## src/rtl/id_hazard_sequencer_pkg.sv

```systemverilog
// Shared definitions for the decode-stage hazard sequencer: sequencing states,
// register-specifier width and the hard-wired zero register.
package id_hazard_sequencer_pkg;

    localparam int REG_BITS = 5;
    localparam logic [REG_BITS-1:0] REG_ZERO = 5'd0;

    // Wide enough for the largest legal drain length (7 cycles).
    localparam int DRAIN_CNT_BITS = 3;

    typedef logic [1:0] seq_state_t;

    localparam seq_state_t ST_RUN         = 2'd0;
    localparam seq_state_t ST_SYS_DRAIN   = 2'd1;
    localparam seq_state_t ST_SYS_NOTIFY  = 2'd2;
    localparam seq_state_t ST_SYS_RELEASE = 2'd3;

endpackage

```

## src/rtl/id_hazard_sequencer_lu_hazard_detect.sv

```systemverilog
// Purely combinational load-use compare between the ID sources and the EXE load
// destination; kept separate so the forwarding unit can reuse it.
module id_hazard_sequencer_lu_hazard_detect #(
    parameter int REG_BITS = 5
) (
    input  logic                id_valid,
    input  logic [REG_BITS-1:0] id_reg_a,
    input  logic                id_uses_a,
    input  logic [REG_BITS-1:0] id_reg_b,
    input  logic                id_uses_b,
    input  logic [REG_BITS-1:0] exe_write_register,
    input  logic                exe_mem_read,
    input  logic                exe_reg_write,
    output logic                lu_hazard
);

    logic exe_is_load;
    logic match_a;
    logic match_b;

    // A load targeting the zero register never produces a usable value.
    assign exe_is_load = exe_mem_read && exe_reg_write && (exe_write_register != '0);
    assign match_a     = id_uses_a && (id_reg_a == exe_write_register);
    assign match_b     = id_uses_b && (id_reg_b == exe_write_register);
    assign lu_hazard   = id_valid && exe_is_load && (match_a || match_b);

endmodule

```

## src/rtl/id_hazard_sequencer.sv

```systemverilog
// Decode-stage stall/bubble controller: one-cycle load-use stalls plus the
// multi-cycle syscall / LL / SC drain, notify and release sequence.
module id_hazard_sequencer #(
    parameter int SYS_DRAIN_CYCLES = 3,
    parameter int REG_BITS         = id_hazard_sequencer_pkg::REG_BITS,
    parameter int CNT_BITS         = 16
) (
    input  logic                CLK,
    input  logic                RESET,
    input  logic                ID_Valid,
    input  logic [REG_BITS-1:0] ID_RegA,
    input  logic                ID_UsesA,
    input  logic [REG_BITS-1:0] ID_RegB,
    input  logic                ID_UsesB,
    input  logic                ID_Syscall,
    input  logic                ID_NoNotify,
    input  logic [REG_BITS-1:0] EXE_WriteRegister,
    input  logic                EXE_MemRead,
    input  logic                EXE_RegWrite,
    input  logic                Branch_Taken,
    output logic                WANT_FREEZE,
    output logic                Bubble_OUT,
    output logic                Pass_Syscall_OUT,
    output logic                Alt_PC_Enable,
    output logic                SYS,
    output logic [CNT_BITS-1:0] Stall_Count
);

    import id_hazard_sequencer_pkg::*;

    localparam logic [DRAIN_CNT_BITS-1:0] DRAIN_LOAD = DRAIN_CNT_BITS'(SYS_DRAIN_CYCLES - 1);
    localparam logic [DRAIN_CNT_BITS-1:0] DRAIN_ONE  = DRAIN_CNT_BITS'(1);
    localparam logic [CNT_BITS-1:0]       STALL_ONE  = CNT_BITS'(1);

    seq_state_t                state_q, state_d;
    logic [DRAIN_CNT_BITS-1:0] drain_cnt_q, drain_cnt_d;
    logic                      no_notify_q, no_notify_d;
    logic [CNT_BITS-1:0]       stall_count_q, stall_count_d;

    logic lu_hazard;
    logic want_freeze;
    logic bubble;
    logic pass_syscall;
    logic sys_pulse;

    id_hazard_sequencer_lu_hazard_detect #(
        .REG_BITS (REG_BITS)
    ) u_lu_hazard_detect (
        .id_valid           (ID_Valid),
        .id_reg_a           (ID_RegA),
        .id_uses_a          (ID_UsesA),
        .id_reg_b           (ID_RegB),
        .id_uses_b          (ID_UsesB),
        .exe_write_register (EXE_WriteRegister),
        .exe_mem_read       (EXE_MemRead),
        .exe_reg_write      (EXE_RegWrite),
        .lu_hazard          (lu_hazard)
    );

    always_comb begin
        state_d      = state_q;
        drain_cnt_d  = drain_cnt_q;
        no_notify_d  = no_notify_q;
        want_freeze  = 1'b0;
        bubble       = 1'b0;
        pass_syscall = 1'b0;
        sys_pulse    = 1'b0;

        case (state_q)
            ST_RUN: begin
                // Syscall outranks a load-use hazard; the hazard resolves itself
                // because the bubble we send lands in EXE next cycle.
                if (ID_Valid && ID_Syscall) begin
                    want_freeze  = 1'b1;
                    bubble       = 1'b1;
                    pass_syscall = 1'b1;
                    no_notify_d  = ID_NoNotify;
                    drain_cnt_d  = DRAIN_LOAD;
                    state_d      = ST_SYS_DRAIN;
                end else if (lu_hazard) begin
                    want_freeze = 1'b1;
                    bubble      = 1'b1;
                end
            end
            ST_SYS_DRAIN: begin
                want_freeze = 1'b1;
                bubble      = 1'b1;
                if (drain_cnt_q == '0) begin
                    state_d = ST_SYS_NOTIFY;
                end else begin
                    drain_cnt_d = drain_cnt_q - DRAIN_ONE;
                end
            end
            ST_SYS_NOTIFY: begin
                want_freeze = 1'b1;
                bubble      = 1'b1;
                sys_pulse   = !no_notify_q;
                state_d     = ST_SYS_RELEASE;
            end
            ST_SYS_RELEASE: begin
                // Fetch moves on, but the syscall still in ID must not reissue.
                bubble  = 1'b1;
                state_d = ST_RUN;
            end
            default: begin
                state_d = ST_RUN;
            end
        endcase
    end

    always_comb begin
        stall_count_d = stall_count_q;
        if (want_freeze && (stall_count_q != '1)) begin
            stall_count_d = stall_count_q + STALL_ONE;
        end
    end

    always_ff @(posedge CLK or posedge RESET) begin
        if (RESET) begin
            state_q       <= ST_RUN;
            drain_cnt_q   <= '0;
            no_notify_q   <= 1'b0;
            stall_count_q <= '0;
        end else begin
            state_q       <= state_d;
            drain_cnt_q   <= drain_cnt_d;
            no_notify_q   <= no_notify_d;
            stall_count_q <= stall_count_d;
        end
    end

    assign WANT_FREEZE      = want_freeze;
    assign Bubble_OUT       = bubble;
    assign Pass_Syscall_OUT = pass_syscall;
    assign SYS              = sys_pulse;
    assign Alt_PC_Enable    = Branch_Taken && !bubble;
    assign Stall_Count      = stall_count_q;

endmodule

```

## config.mk

```make
export PLATFORM = sky130hd
export DESIGN_NAME = id_hazard_sequencer
export DESIGN_NICKNAME = d
export VERILOG_FILES = /design/src/rtl/id_hazard_sequencer_pkg.sv /design/src/rtl/id_hazard_sequencer_lu_hazard_detect.sv /design/src/rtl/id_hazard_sequencer.sv
export SDC_FILE = /design/constraint.sdc
export NUM_CORES = 1
export LEC_CHECK = 0
export BUFFER_PORTS_ARGS = -buffer_cell sky130_fd_sc_hd__buf_2
export CAP_MARGIN = 20
export CORE_ASPECT_RATIO = 1.1
export CORE_MARGIN = 2
export CORE_UTILIZATION = 45
export DETAILED_ROUTE_END_ITERATION = 8
export PLACE_DENSITY = 0.78
export SYNTH_ARGS = -nofsm -noshare
export SYNTH_HDL_FRONTEND = slang
export SYNTH_SLANG_ARGS = --single-unit
```

## constraint.sdc

```tcl
create_clock -name CLK -period 1.8 [get_ports CLK]
set_input_delay 0.18 -clock CLK [delete_from_list [all_inputs] [get_ports CLK]]
set_output_delay 0.18 -clock CLK [all_outputs]
set_load 0.01 [all_outputs]
```

Word-level counts from Yosys, hierarchy flattened:

Index checks and enable logic that the tools add are counted.

* register bits: 22
* output and inout bits: 21
* word-level logic and storage cells: 49

* add/sub/neg operators: 2
* equal/unequal tests: 9
* muxes and demuxes: 13
* reduce and logical (&&, ||, !) cells: 21

Operators with widths (number)
* $add 16x1->16 const B: 1
* $ne 16x16->1 const B: 1
* $eq 5x5->1: 2
* $logic_and 1x1->1: 9
* $pmux 2 s4: 1
* $mux 3: 2
* $ne 2x2->1 const B: 3
* $pmux 3 s2: 1
* $mux 1: 5
* $reduce_bool 5->1: 1
* $eq 2x2->1 const B: 2
* $mux 2: 2
* $pmux 1 s2: 2
* $reduce_and 2->1: 2
* $logic_not 3->1: 1
* $reduce_and 3->1: 1
* $reduce_or 3->1: 1
* $sub 3x1->3 const B: 1
* $eq 2x1->1 const B: 1
* $logic_not 1->1: 2
* $logic_not 2->1: 1
* $reduce_bool 2->1: 1
* $reduce_or 2->1: 1
* $logic_or 1x1->1: 1

Depth between registers and ports, before layout:

Gate-level depths: netlist of the first run.

* depth in word-level cells: 9
* gate-level depth with buffers: 9
* depth with buffers taken out: 8

Hierarchy:

From an unflattened synthesis of the first run, not the netlist that was laid out.

* cells, all modules: 133
* area, all modules: 1446.4 µm²

Modules (own cells, without submodules)
* id_hazard_sequencer: instances 1, cells an instance 116, area each 1315.0 µm², seq. area each 550.5 µm²
* id_hazard_sequencer_lu_hazard_detect: instances 1, cells an instance 17, area each 131.4 µm², seq. area each 0.0 µm²

Worst setup path after synthesis of the first run:

No wires, ideal clock.

* path type: register to register
* start point: register state_q[0]
* end point: register stall_count_q[1], in the netlist Stall_Count[1]
* library setup time: 0.128 ns
* arrival: 1.836 ns
* setup slack: -0.163 ns
* cell stages (with the launch flop): 9
* period minus slack after synthesis: 1.963 ns
* cell sequence: dfrtp_1 inv_1 ha_1 and3_1 o21bai_1 a21oi_1 a31oi_4 buf_6 mux2_1

* longest elaborated chain between the ends: 4

RTL lines
* from (decl): line id_hazard_sequencer.sv:35 `seq_state_t state_q, state_d;`
* from (signal assigned): line id_hazard_sequencer.sv:125 `state_q <= state_d;`
* $eq 2x1->1 / $eq 2x2->1 (equally long branches): line id_hazard_sequencer.sv:69 `case (state_q)`
* $reduce_or 2->1 (no line)
* $pmux 1 s2 *: line id_hazard_sequencer.sv:69
* $logic_and 1x1->1 *: line id_hazard_sequencer.sv:113 `if (want_freeze && (stall_count_q != '1)) begin`
* to (signal assigned): line id_hazard_sequencer.sv:128 `stall_count_q <= stall_count_d;`
* to (decl): line id_hazard_sequencer.sv:38 `logic [CNT_BITS-1:0] stall_count_q, stall_count_d;`

Every way passes the cells marked *; elsewhere a longest branch is shown, timed or not.
A chain may end at the register's enable or synchronous reset.

Worst setup path in the final report of the first run:

* start point: register state_q[0]
* end point: register stall_count_q[9], in the netlist Stall_Count[9]

The elaborated chain is that of the path after synthesis.

==> results.py, run 1 <==
metrics = {
    "critical_path": {
        "start_kind": "flop",
        "crit_fanout": 5,
        "crit_slowest_cell": "dfrtp_1",
        "cpLargestDelayFamily": "flip-flops",
        "slowest_delay_ns": 0.44,
        "worst_ep_required_time_ns": 2.03,
        "rr_worst_depth": 9,
        "worstPathArrival_ns": 2.05,
        "critPathKind": "reg2reg",
        "crit_chain": "inv_2, ha_4, and3_4, o21bai_4, a21oi_4, a31oi_4, buf_4, nor3_2, xnor2_1",
        "r2r_start": "state_q[0]",
        "cp.buffers_inverters": 2,
        "regToRegSetupSlack_ns": -0.02,
        "timing.rr.end": "Stall_Count[9]",
        "endpoint_kind": "flop",
    },
    "status": {
        "failed_checks": "setup timing",
        "status": "finished with violations",
    },
    "timing": {
        "fin_ws_ns": -0.02265,
        "drv_slew": 0,
        "relSlewSlack_pct": 77.79,
        "finalCriticalPeriod_ns": 1.823,
        "rsz0062_at_grt": "true",
        "fmax_mhz": 548.7,
        "hold_viol": 0,
        "setup_violations": 4,
        "finClkSkew_ns": 0.01052,
        "tightest_slew_ns": 0.3322,
        "hold_ws_ns": 0.1025,
        "finalCritPeriodShare_pct": 101.3,
    },
    "yosys": {
        "async_flop_share_pct": 100.0,
        "synth_area_um2": 1353,
        "yosys_warnings": 0,
        "synth_ff_type": "dfrtp_1",
        "synth_fp_nets": 170,
        "avgSynthCellArea_um2": 9.873,
        "ys_ff_latch": 22,
        "synth_edf_count": 0,
        "synth_cells": 137,
        "ys_types": 33,
        "seq_area_frac_synth_pct": 40.70,
    },
    "cts": {
        "numCtsBuffers": 3,
        "root_buffer": "clkbuf_4",
        "clk_pin_slew_ns": 0.13,
        "ctsLongestPathBuffers": 2,
        "worstSkewPairLatency_ns": 0.31,
        "htree_levels": 1,
        "clock_sinks": 22,
        "cts_tree": "done",
    },
    "route": {
        "ant_nets": 0,
        "drc": 0,
        "routedWlPerCell_um": 15.52,
        "vias_per_cell": 5.417,
        "drt_iter0_markers": 51,
        "first_pass_iters": 5,
        "totalWireLength_mm": 3.912,
        "via_count": 1365,
    },
    "final_layout": {
        "final_common_cell": "buf_2",
        "antenna_cells": 0,
        "final_core_util_pct": 73.66,
        "syn2layout_area_growth_pct": 52.64,
        "final_cell_mix": "45 x buf_2, 30 x buf_4, 20 x dfrtp_1",
        "layout.nets": 253,
        "final_layout_size_suffix_gt1_share_pct": 51.14,
        "layout.cells.non_filler": 252,
    },
    "floorplanning": {
        "die_h_um": 61.50,
        "start_util_pct": 48.26,
        "core_region_area_um2": 2803,
        "die_w_um": 56.27,
        "ios": 46,
        "die_area_um2": 3461,
        "num_rows": 20,
    },
    "min_path": {
        "holdPathEnd": "no_notify_q",
        "min_path_cells": 2,
        "worstHoldStart": "ID_NoNotify",
        "min_path_type": "in2reg",
    },
    "global_routing": {
        "grt_usage_pct": 21.01,
        "grt_max_degree": 23,
        "grt_pass1_vias": 1341,
        "grt-ovfl-total": 0,
        "grt_pass1_wl_mm": 5.685,
        "antenna_found_initial": 0,
    },
    "placement": {
        "dp_cells": 239,
        "gp_congestion": 0.8158,
        "dp_hpwl_mm": 2.567,
        "portBuffers": 45,
    },
    "job": {
        "maxCapViolCount": 0,
    },
    "pwr": {
        "leakage_uw": 0.001026,
        "vdd_drop_max_mv": 0.8783,
        "power_density_nw_per_um2": 1411,
    },
}
[flip-flops by register name (all words and copies together) (netlist names)]
name	cells
Stall_Count	16
drain_cnt_q	3
no_notify_q	1
state_q	2
[cells in the mapped netlist, types with 2 or more instances]
| master | n | area share (%) |
|---|---|---|
| nor2_1 | 9 | 2.5 |
| nor4b_1 | 2 | 1.3 |
| nand2_1 | 13 | 3.6 |
| nand4_1 | 7 | 3.2 |
| nand3_1 | 8 | 3.0 |
| o21ai_0 | 6 | 2.2 |
| dfrtp_1 | 22 | 41 |
| xor2_1 | 12 | 7.8 |
| ha_1 | 8 | 7.4 |
| inv_1 | 7 | 1.9 |
| nor3_1 | 3 | 1.1 |
| o22ai_1 | 2 | 0.92 |
| a21oi_1 | 3 | 1.1 |
| a22o_1 | 2 | 1.3 |
| and3_1 | 3 | 1.4 |
| xnor2_1 | 13 | 8.4 |
[power breakdown]
| group | total [uW] | switching (uW) | leakage [uW] | internal [uW] |
|---|---|---|---|---|
| registers | 745 | 107 | 0.000278 | 638 |
| logic | 1890 | 950 | 0.000727 | 937 |
| clock network | 281 | 158 | 0.0000210 | 123 |
[final cells by class]
| class | instances | area [um^2] |
|---|---|---|
| clock buffer | 4 | 36.28 |
| fill | 207 | 738.2 |
| inverter | 7 | 26.28 |
| multi-input combinational | 108 | 924.6 |
| sequential | 22 | 553.0 |
| tap | 33 | 41.29 |
| timing repair buffer | 78 | 483.0 |
[logic make-up (layout without fill, tap and decap cells)]
logic type | after synthesis | in the layout | share of synthesized area, %
flops | 22 | 22 | 40.70
compound gates | 17 | 18 | 8.789
buf+inv | 8 | 89 | 2.776
mux | 2 | 2 | 1.665
xor+xnor | 25 | 25 | 16.19
simple gates | 55 | 55 | 22.48
fa+ha+maj | 8 | 8 | 7.401
[through the flow]
step	area [um^2]	total power [uW]	TNS (ns)	setup WS, ns
6_report	2064	2913	-0.04081	-0.02265
5_1_grt	2064	3116	-0.7512	-0.1032
4_1_cts	1938	2620	-0.2378	-0.03783
3_5_place_dp	1829	2258	-1.421	-0.1478
3_3_place_gp	1829	2169	-0.7444	-0.08562
2_1_floorplan	1386	1672	-0.3292	-0.06395
[routing by layer]
metal | part of all wire [%] | global-route usage (%)
met1 | 40 | 23.43
met2 | 54 | 41.68
met3 | 5.3 | 3.782
met4 | 0.72 | 5.782
met5 | 0 | 0
[how the worst max path moves through the flow]
stage,depth (start not counted),startpoint,slack (ns),end
3_3_place_gp,8,EXE_WriteRegister[0],-0.09,Stall_Count[3]
2_1_floorplan,7,Stall_Count[0],-0.06,Stall_Count[1]
3_5_place_dp,9,state_q[1],-0.15,Stall_Count[6]
5_1_grt,8,state_q[0],-0.10,Stall_Count[15]
4_1_cts,9,state_q[1],-0.04,Stall_Count[10]
6_report,9,state_q[0],-0.02,Stall_Count[9]
[what timing repair did]
item                                    CTS  global route
endpoints found under the hold margin    22             0
buffers inserted                          1             6
pin swaps                                 3            15
endpoints found under the setup margin   14            17
cloned                                    0             1
hold buffers                              1             0
resized for setup                        13            13
Power figures use the tool's default switching activity.
==> inputs of run 2 (changes only) <==
--- a/config.mk
+++ b/config.mk
@@ -11,7 +11,8 @@
 export CORE_MARGIN = 2
 export CORE_UTILIZATION = 45
 export DETAILED_ROUTE_END_ITERATION = 8
-export PLACE_DENSITY = 0.78
+export PLACE_DENSITY = 0.77
 export SYNTH_ARGS = -nofsm -noshare
 export SYNTH_HDL_FRONTEND = slang
+export SYNTH_HIERARCHICAL = 1
 export SYNTH_SLANG_ARGS = --single-unit
==> results.py, run 2 <==
metrics = {
    "final_layout": {
        "final_core_util_pct": 64.82,
        "final_cell_mix": "38 x buf_2, 22 x dfrtp_1, 17 x xnor2_1",
        "syn2layout_area_growth_pct": 36.59,
        "largest_reg_flops": 16,
        "final_layout_size_suffix_gt1_share_pct": 44.10,
        "final_common_cell": "buf_2",
        "antenna_cells": 0,
        "layout.nets": 229,
        "multi_input_area_um2": 915.9,
        "nFillCells": 249,
        "seq_area_um2": 550.5,
    },
    "yosys": {
        "synth_top_area_share_pct": 38.06,
        "synthSimpleGateAreaFrac_pct": 22.40,
        "synth.most_common_cell": "dfrtp_1",
        "synth_fa_ha_area_share_pct": 6.920,
        "synth_edf_count": 0,
        "seq_area_frac_synth_pct": 38.06,
        "ys_ff_latch": 22,
        "async_flop_share_pct": 100.0,
        "synthXorXnorAreaFrac_pct": 15.14,
        "synth_compound_area_share_pct": 11.59,
        "synth_fp_nets": 166,
        "synthMuxAreaShare_pct": 3.028,
        "synth_cells": 133,
        "netlist_top_cells_area": "dfrtp_1 38%, xnor2_1 10%, ha_1 6.9%",
        "yosysTopAreaCell": "dfrtp_1",
        "avgSynthCellArea_um2": 10.88,
        "synth_area_um2": 1446,
        "synth_top_family_by_area": "simple AND/OR/NAND/NOR gates",
        "ys_types": 38,
        "synthTopCellsByCount": "22 x dfrtp_1, 17 x xnor2_1, 9 x inv_1",
        "yosys_warnings": 6,
        "synth_ff_type": "dfrtp_1",
    },
    "critical_path": {
        "worst_ep_required_time_ns": 1.62,
        "crit_end": "WANT_FREEZE",
        "critPathLaunch": "state_q[0]",
        "crit_fanout": 6,
        "worstPathArrival_ns": 1.59,
        "crit_slowest_cell": "dfrtp_1",
        "crit_chain": "inv_2, ha_4, a211oi_4, nor2_4, buf_6",
        "regToRegSetupSlack_ns": 0.05,
        "critPathKind": "reg2out",
        "start_kind": "flop",
        "slowest_delay_ns": 0.41,
        "r2r_start": "state_q[1]",
        "endpoint_kind": "output pin",
        "timing.rr.end": "Stall_Count[14]",
        "rr_worst_depth": 7,
    },
    "timing": {
        "hold_viol": 0,
        "tightest_slew_ns": 0.3229,
        "rsz0062_at_grt": "true",
        "drv_slew": 0,
        "hold_ws_ns": 0.09743,
        "finalCritPeriodShare_pct": 98.06,
        "fmax_mhz": 566.5,
        "finClkSkew_ns": 0.004884,
        "setup_violations": 0,
        "finalCriticalPeriod_ns": 1.765,
        "relSlewSlack_pct": 78.31,
    },
    "route": {
        "ant_nets": 0,
        "drc": 0,
        "vias_per_cell": 5.502,
        "routedWlPerCell_um": 14.74,
        "first_pass_iters": 4,
        "totalWireLength_mm": 3.375,
        "via_count": 1260,
        "drt_iter0_markers": 46,
    },
    "floorplanning": {
        "core_region_area_um2": 3048,
        "num_rows": 21,
        "die_h_um": 63.46,
        "ios": 46,
        "start_util_pct": 47.45,
        "die_area_um2": 3684,
        "die_w_um": 58.06,
    },
    "pwr": {
        "p_int_uw": 1736,
        "vdd_drop_max_mv": 0.9863,
        "power_density_nw_per_um2": 1446,
        "clockPowerShare_pct": 13.1,
        "finalPower_uw": 2857,
        "switching_power_uw": 1121,
        "comb_power_share_pct": 58.9,
        "switching_share_pct": 39.23,
        "leakage_uw": 0.0009181,
        "seq_power_share_pct": 28.0,
    },
    "global_routing": {
        "antenna_found_initial": 0,
        "grt_max_degree": 23,
        "grt_pass1_wl_mm": 5.430,
        "grt-ovfl-total": 0,
        "grt_pass1_vias": 1248,
        "grt_usage_pct": 18.71,
    },
    "cts": {
        "clk_pin_slew_ns": 0.12,
        "root_buffer": "clkbuf_4",
        "ctsLongestPathBuffers": 2,
        "worstSkewPairLatency_ns": 0.31,
        "cts_tree": "done",
        "numCtsBuffers": 3,
        "htree_levels": 1,
        "clock_sinks": 22,
    },
    "placement": {
        "portBuffers": 45,
        "dp_hpwl_mm": 2.519,
        "gp_congestion": 0.8611,
    },
    "job": {
        "maxCapViolCount": 0,
    },
    "status": {
        "status": "finished, final reports clean",
    },
    "min_path": {
        "min_path_type": "in2reg",
    },
}
run 2: cell types whose count changed after synthesis, moves of 3 or more:
| cell | change |
|---|---|
| xnor2_1 | +4 |
| nand4_1 | -4 |
| nand2_1 | -8 |
| xor2_1 | -4 |
| o21ai_0 | -5 |
| nor3_1 | -3 |
| o211ai_1 | +4 |
| nor2_1 | -3 |
run 2: per-stage QoR:
| step | setup TNS (ns) | setup WS, ns | cell area [um^2] | cells |
|---|---|---|---|---|
| 2_1_floorplan | -0.1202 | -0.1202 | 1464 | 133 |
| 3_3_place_gp | -3.260 | -0.2941 | 1797 | 219 |
| 3_5_place_dp | -4.079 | -0.3355 | 1797 | 219 |
| 4_1_cts | -0.02399 | -0.02399 | 1897 | 225 |
| 5_1_grt | -0.1081 | -0.06291 | 1976 | 229 |
| 6_report | 0 | 0.03484 | 1976 | 229 |
run 2: final cells by class:
type                    count  area share [%]
multi-input cells         101           46.36
clock inverters             1           1.520
well taps                  34           2.153
inverters                   9           1.710
repair buffers             59           19.25
clock buffers               3           1.140
flip-flops and latches     22           27.87
run 2: worst min path at each step:
stage / cells after the start / slack (ns) / from / endpoint
after floorplan: 1 / 0.17 / RESET / Stall_Count[0]
after global routing: 2 / 0.09 / ID_NoNotify / no_notify_q
final: 2 / 0.1 / ID_NoNotify / no_notify_q
after CTS: 2 / 0.09 / ID_NoNotify / no_notify_q
after detailed placement: 3 / 0.23 / RESET / drain_cnt_q[1]
after global placement: 3 / 0.22 / RESET / drain_cnt_q[1]
run 2: layer usage:
metal,share of wire (%),global-route usage [%],vias up
met1,42,22.92,594
met2,50,33.95,57
met3,7.2,2.053,7
li1,-,-,602
met5,0,0,-
met4,1.1,5.233,0
run 2: power groups by stage:
stage	combinational [uW]	clock [uW]	sequential [uW]
floorplan	913	0	813
global placement	1390	0	784
detailed placement	1460	0	800
CTS	1550	385	797
global route	1830	402	821
finish	1680	374	801
run 2: cells by family (layout without fill, tap and decap cells):
| group | after synthesis | after routing |
|---|---|---|
| simple gates | 45 | 45 |
| xor+xnor | 25 | 25 |
| flops | 22 | 22 |
| compound gates | 19 | 19 |
| buf+inv | 10 | 72 |
| fa+ha+maj | 8 | 8 |
| mux | 4 | 4 |
run 2: what timing repair did:
item / in CTS / in global routing
gates resized for setup: 10 / 11
hold endpoints to repair: 22 / 0
hold buffers: 1 / 0
pin swaps: 11 / 15
buffers inserted: 4 / 4
endpoints found under the setup margin: 6 / 11
run 2: worst max-delay path, delay by kind of cell, from the launching register on:
| family | cells | cell delay, ns |
|---|---|---|
| simple gates | 1 | 0.10 |
| buf+inv | 2 | 0.21 |
| flops | 1 | 0.41 |
| compound gates | 1 | 0.29 |
| fa+ha+maj | 1 | 0.26 |
